[src/rtl/uart_rx_error_ctrl.sv]
// uart_rx_error_ctrl: sequences the RX error manager. It captures the manager's sticky
// error flags, acknowledges them with a one-cycle error_clear strobe, and keeps sticky
// status, saturating per-type counters and the IRQ. After a break it holds the receiver
// off until the line has been idle for RECOVER_BITS bit periods.
module uart_rx_error_ctrl #(
  parameter int RECOVER_BITS = 10,
  parameter int CNT_WIDTH    = 8
) (
  input  logic                 clk,
  input  logic                 rst_n,
  input  logic                 framing_error,
  input  logic                 parity_err,
  input  logic                 break_detect,
  input  logic                 timeout_detect,
  input  logic                 rx_filtered,
  input  logic                 bit_tick,
  input  logic [3:0]           err_enable,
  input  logic [3:0]           irq_mask,
  input  logic                 status_rd,
  input  logic                 cnt_clr,
  output logic                 error_clear,
  output logic                 rx_enable,
  output logic [3:0]           err_status,
  output logic [CNT_WIDTH-1:0] frame_err_cnt,
  output logic [CNT_WIDTH-1:0] parity_err_cnt,
  output logic [CNT_WIDTH-1:0] break_cnt,
  output logic                 irq,
  output logic                 busy
);

  localparam int IW = $clog2(RECOVER_BITS + 1);
  localparam logic [IW-1:0]        IDLE_LAST = IW'(RECOVER_BITS - 1);
  localparam logic [CNT_WIDTH-1:0] CNT_MAX   = '1;

  typedef enum logic [2:0] {IDLE, CAPTURE, CLEAR, DRAIN, RECOVER} state_e;

  state_e                          state_q, state_d;
  logic [IW-1:0]                   idle_cnt_q, idle_cnt_d;
  logic                            snap_brk_q, snap_brk_d;
  logic [3:0]                      err_status_q, err_status_d;
  logic [2:0][CNT_WIDTH-1:0]       cnt_q, cnt_d;    // {break, parity, framing}
  logic                            error_clear_q, error_clear_d;
  logic                            rx_enable_q, rx_enable_d;
  logic                            irq_q, irq_d;
  logic                            busy_q, busy_d;
  logic [3:0]                      err_vec;
  logic [3:0]                      capture;

  assign err_vec = {timeout_detect, break_detect, parity_err, framing_error} & err_enable;

  // Next-state, capture, counters and registered-output computation
  always_comb begin
    state_d       = state_q;
    idle_cnt_d    = '0;
    snap_brk_d    = snap_brk_q;
    cnt_d         = cnt_q;
    error_clear_d = 1'b0;
    capture       = '0;
    case (state_q)
      IDLE:    if (|err_vec) state_d = CAPTURE;
      CAPTURE: begin
        capture       = err_vec;
        snap_brk_d    = err_vec[2];
        error_clear_d = 1'b1;          // strobe is high during the CLEAR cycle
        state_d       = CLEAR;
      end
      CLEAR:   state_d = DRAIN;
      // Give the manager one cycle to drop its flags before looking again
      DRAIN:   state_d = snap_brk_q ? RECOVER : IDLE;
      RECOVER: begin
        if (!rx_filtered) begin
          idle_cnt_d = '0;
        end else if (bit_tick) begin
          if (idle_cnt_q == IDLE_LAST) state_d = IDLE;
          else idle_cnt_d = idle_cnt_q + 1'b1;
        end else begin
          idle_cnt_d = idle_cnt_q;
        end
      end
      default: state_d = IDLE;
    endcase
    // A capture coinciding with a read survives; only previously held bits clear
    err_status_d = (status_rd ? 4'b0000 : err_status_q) | capture;
    for (int i = 0; i < 3; i++) begin
      if (cnt_clr) cnt_d[i] = '0;
      else if (capture[i] && cnt_q[i] != CNT_MAX) cnt_d[i] = cnt_q[i] + 1'b1;
    end
    rx_enable_d = (state_d != RECOVER);
    busy_d      = (state_d != IDLE);
    irq_d       = |(err_status_q & irq_mask);
  end

  // State and output registers
  always_ff @(posedge clk or negedge rst_n) begin
    if (!rst_n) begin
      state_q       <= IDLE;
      idle_cnt_q    <= '0;
      snap_brk_q    <= 1'b0;
      err_status_q  <= '0;
      cnt_q         <= '0;
      error_clear_q <= 1'b0;
      rx_enable_q   <= 1'b1;
      irq_q         <= 1'b0;
      busy_q        <= 1'b0;
    end else begin
      state_q       <= state_d;
      idle_cnt_q    <= idle_cnt_d;
      snap_brk_q    <= snap_brk_d;
      err_status_q  <= err_status_d;
      cnt_q         <= cnt_d;
      error_clear_q <= error_clear_d;
      rx_enable_q   <= rx_enable_d;
      irq_q         <= irq_d;
      busy_q        <= busy_d;
    end
  end

  assign error_clear    = error_clear_q;
  assign rx_enable      = rx_enable_q;
  assign err_status     = err_status_q;
  assign frame_err_cnt  = cnt_q[0];
  assign parity_err_cnt = cnt_q[1];
  assign break_cnt      = cnt_q[2];
  assign irq            = irq_q;
  assign busy           = busy_q;

endmodule

[config.mk]
export PLATFORM = sky130hd
export DESIGN_NAME = uart_rx_error_ctrl
export DESIGN_NICKNAME = d
export VERILOG_FILES = /design/src/rtl/uart_rx_error_ctrl.sv
export SDC_FILE = /design/constraint.sdc
export NUM_CORES = 1
export LEC_CHECK = 0
export BUFFER_PORTS_ARGS = -buffer_cell sky130_fd_sc_hd__buf_2
export CAP_MARGIN = 25
export CORE_AREA = 2 2 62 64
export CTS_BUF_LIST = sky130_fd_sc_hd__clkbuf_8
export CTS_CLUSTER_DIAMETER = 100
export DETAILED_ROUTE_END_ITERATION = 8
export DIE_AREA = 0 0 64 66
export HOLD_SLACK_MARGIN = 0.05
export PLACE_DENSITY = 0.85
export SKIP_LAST_GASP = 1
export SYNTH_ARGS = -nofsm -noshare
export SYNTH_HDL_FRONTEND = slang
export SYNTH_SLANG_ARGS = --single-unit
[constraint.sdc]
create_clock -name clk -period 3.3 [get_ports clk]
set_clock_uncertainty 0.15 [all_clocks]
set_input_delay 0 -clock clk [delete_from_list [all_inputs] [get_ports clk]]
set_output_delay 0 -clock clk [all_outputs]
set_load 0.005 [all_outputs]
==> results.txt <==
Crit path time final: 2.64 ns
Setup Viol. Count Final: 0
Crit-path most repeated cell: dlygate4sd3_1
H-tree level count: 2
Layout cell share with drive strength beyond 1: 24.2%
CTS resizes: 0
Slew HR: 42.8%
Drc violations: 0
Layout Utilization: 71.3%
First-pass GRT wire length: 7790 microns
FP Rows: 22
Grt ovf: 0
Leakage: 1.25 nW
Synth warn: 0
Vias in the first global route: 1736
Post-synth ARST share: 100%
TNS Setup: 0 ns
R2R depth: 5
Library cells used by synthesis: 47
Max Fclk: 379 MHz
CP max stage cell: dlygate4sd3_1
GPL Wtd Cong: 0.827
Clock Latency Late Sink: 0.30 ns
Status: finished clean
FF+latch area: 1000 sq um
Nets: 287
Fin. Hold Viols: 0
Routed len/inst: 15.0 microns
Post-route ant nets: 0
Io pins: 50
DRT Pass-1 Iters: 4
RSZ-0062 raised after global routing: no
Crit end category: flop
Largest net degree at the start of global routing: 41
Number of CTS-inserted buffers: 5
Core Footprint: 3550 sq um
CP Max Fanout: 6
Total Power: 1.27 mW
Worst path top cell family by delay: buffers and inverters
Seq/Total Area, Yosys: 49.8%
Finished Layout Cells: 313
R2r setup slk: 0.66 ns
Setup bufs post-CTS: 0
Worst r2r src: state_q[0]
Gate Count Post-Synth: 198
PortBufs: 49
Initial cell density of the core: 56.7%
Hold path depth: 5
End of the worst hold path: parity_err_cnt[3]
Die H: 66 microns
Worst R2R End: idle_cnt_q[1]
Max incr delay on CP: 0.61 ns
GRT Total Usage: 24.2%
CTS tree: built
Fin. max-slew vios: 0
Clock buffer depth: 2
Hpwl dp: 3190 microns
Root Buffer: clkbuf_8
Total Die Area: 4220 sq um
Hold_buf cts: 15
TritonCTS Sinks: 40
Critical path class: flop to flop
WL met3: 286 microns
Period utilization: 80.0%
PD cells: 501 nW/um^2
DR top layer: met4
Total Wirelength: 4690 microns
Number of fill cells: 244
EDFF count, synth: 0
Critical path arrival: 2.72 ns
N_diodes: 0
Clock-pin slew on the worst setup and hold paths: 0.08 ns
Finished Cell Area: 2530 sq um
Hold Path Origin: parity_err
Syn Std Cell Area: 2010 sq um
Post-synth net total: 221
Multi-input logic area: 932 sq um
WL met2: 2460 microns
Startpoint class of the critical path: flop
Critical path cell sequence: nor3b_1, nand3b_1, dlygate4sd3_1, o22ai_1, dlygate4sd3_1
Peak supply drop: 0.488 mV
Max Cap Violations: 0
Avg Synthesized Cell Area: 10.2 sq um
DRT met1 WL: 1860 microns
Ys flop type: dfrtp_1
Post-Place Cell Area: 2270 sq um
# placed instances: 290
Buf+Inv Stages, Crit Path: 2
1st-iter DRT viols: 121
P&R area growth vs syn: 25.9%
Worst path required time: 3.38 ns
DIE WIDTH: 64 microns
FF+latch count, synth: 40
Initial antenna violation count: 0
Via/cell ratio: 5.82
Worst min-delay path category: primary input to flop
Worst Tran Pin Value: 0.859 ns
DR vias: 1823
-- layer usage --
layer,up-vias,track usage [%]
met5,-,0
met4,0,10.3
met3,8,7.33
met2,61,43.0
met1,897,26.9
li1,857,-
-- cells in the final DEF (no fill, tap or decap), types with 6 or more instances in the layout --
| cell | count |
|---|---|
| buf_2 | 49 |
| dfrtp_1 | 39 |
| nand2_1 | 19 |
| nor2_1 | 18 |
| dlygate4sd3_1 | 15 |
| o21ai_0 | 12 |
| nand3_1 | 9 |
| a21oi_1 | 9 |
| inv_1 | 8 |
| xor2_1 | 7 |
| nand4_1 | 6 |
-- cells in the mapped netlist, types with 4 or more instances --
cell     number  area (sq um)
inv_1         7          26.3
or4_1         4          30.0
a21oi_1       9          45.0
nor2_1       18          67.6
o21ai_0      12          60.1
nand4_1       6          37.5
nand3_1       9          45.0
dfrtp_1      39           976
xor2_1        7          61.3
nor2b_1       5          31.3
ha_1          5          62.6
or3_1         5          31.3
nand2_1      19          71.3
-- final cells by class --
type	count	share of cell area [%]
clock buffer	5	2.72
clock inverter	3	1.53
tap	48	2.37
multi-input combinational	145	36.8
sequential	40	39.6
timing repair buffer	64	15.6
inverter	8	1.38
-- logic make-up (layout without fill, tap and decap cells) --
family / count (synthesis) / in the layout / synth area share [%]
AOI/OAI and AO/OA: 42 / 42 / 14.7
xor gates and xnor gates: 9 / 9 / 3.92
adders and majority gates: 5 / 5 / 3.11
buffers and inverters: 13 / 80 / 3.86
DFF: 40 / 40 / 49.8
muxes: 4 / 4 / 2.05
and+or+nand+nor: 85 / 85 / 22.6
-- how the worst max path moves through the flow --
stage | startpoint | endpoint | depth (start not counted)
after floorplan | state_q[1] | parity_err_cnt[5] | 5
after global placement | state_q[1] | parity_err_cnt[5] | 4
after detailed placement | state_q[1] | break_cnt[6] | 5
after CTS | state_q[0] | idle_cnt_q[1] | 5
after global routing | state_q[0] | idle_cnt_q[1] | 5
final | state_q[0] | idle_cnt_q[1] | 5
-- per-stage QoR --
| stage | hold slack [ns] | setup WS, ns |
|---|---|---|
| 2_1_floorplan | -0.446 | 1.33 |
| 3_3_place_gp | 0.00949 | 1.24 |
| 3_5_place_dp | 0.0146 | 1.17 |
| 4_1_cts | 0.0522 | 0.759 |
| 5_1_grt | 0.0793 | 0.463 |
| 6_report | 0.0623 | 0.662 |
-- report_power, final --
group	switching (mW)	internal, mW
clock	0.166	0.221
combinational	0.155	0.119
sequential	0.0538	0.554
-- tightest hold or removal path: cells and delay by family --
family,cells,cell delay [ns]
simple gates,3,0.23
compound gates,1,0.14
buf+inv,1,0.11
-- flip-flops by register name, indices dropped and copies added, names as in the netlist --
| register | flops |
|---|---|
| rx_enable | 1 |
| err_status | 4 |
| frame_err_cnt | 8 |
| snap_brk_q | 1 |
| state_q | 3 |
| error_clear | 1 |
| parity_err_cnt | 8 |
| idle_cnt_q | 4 |
| break_cnt | 8 |
| busy | 1 |
| irq | 1 |
Note: power is estimated with default switching activity, not from simulation.
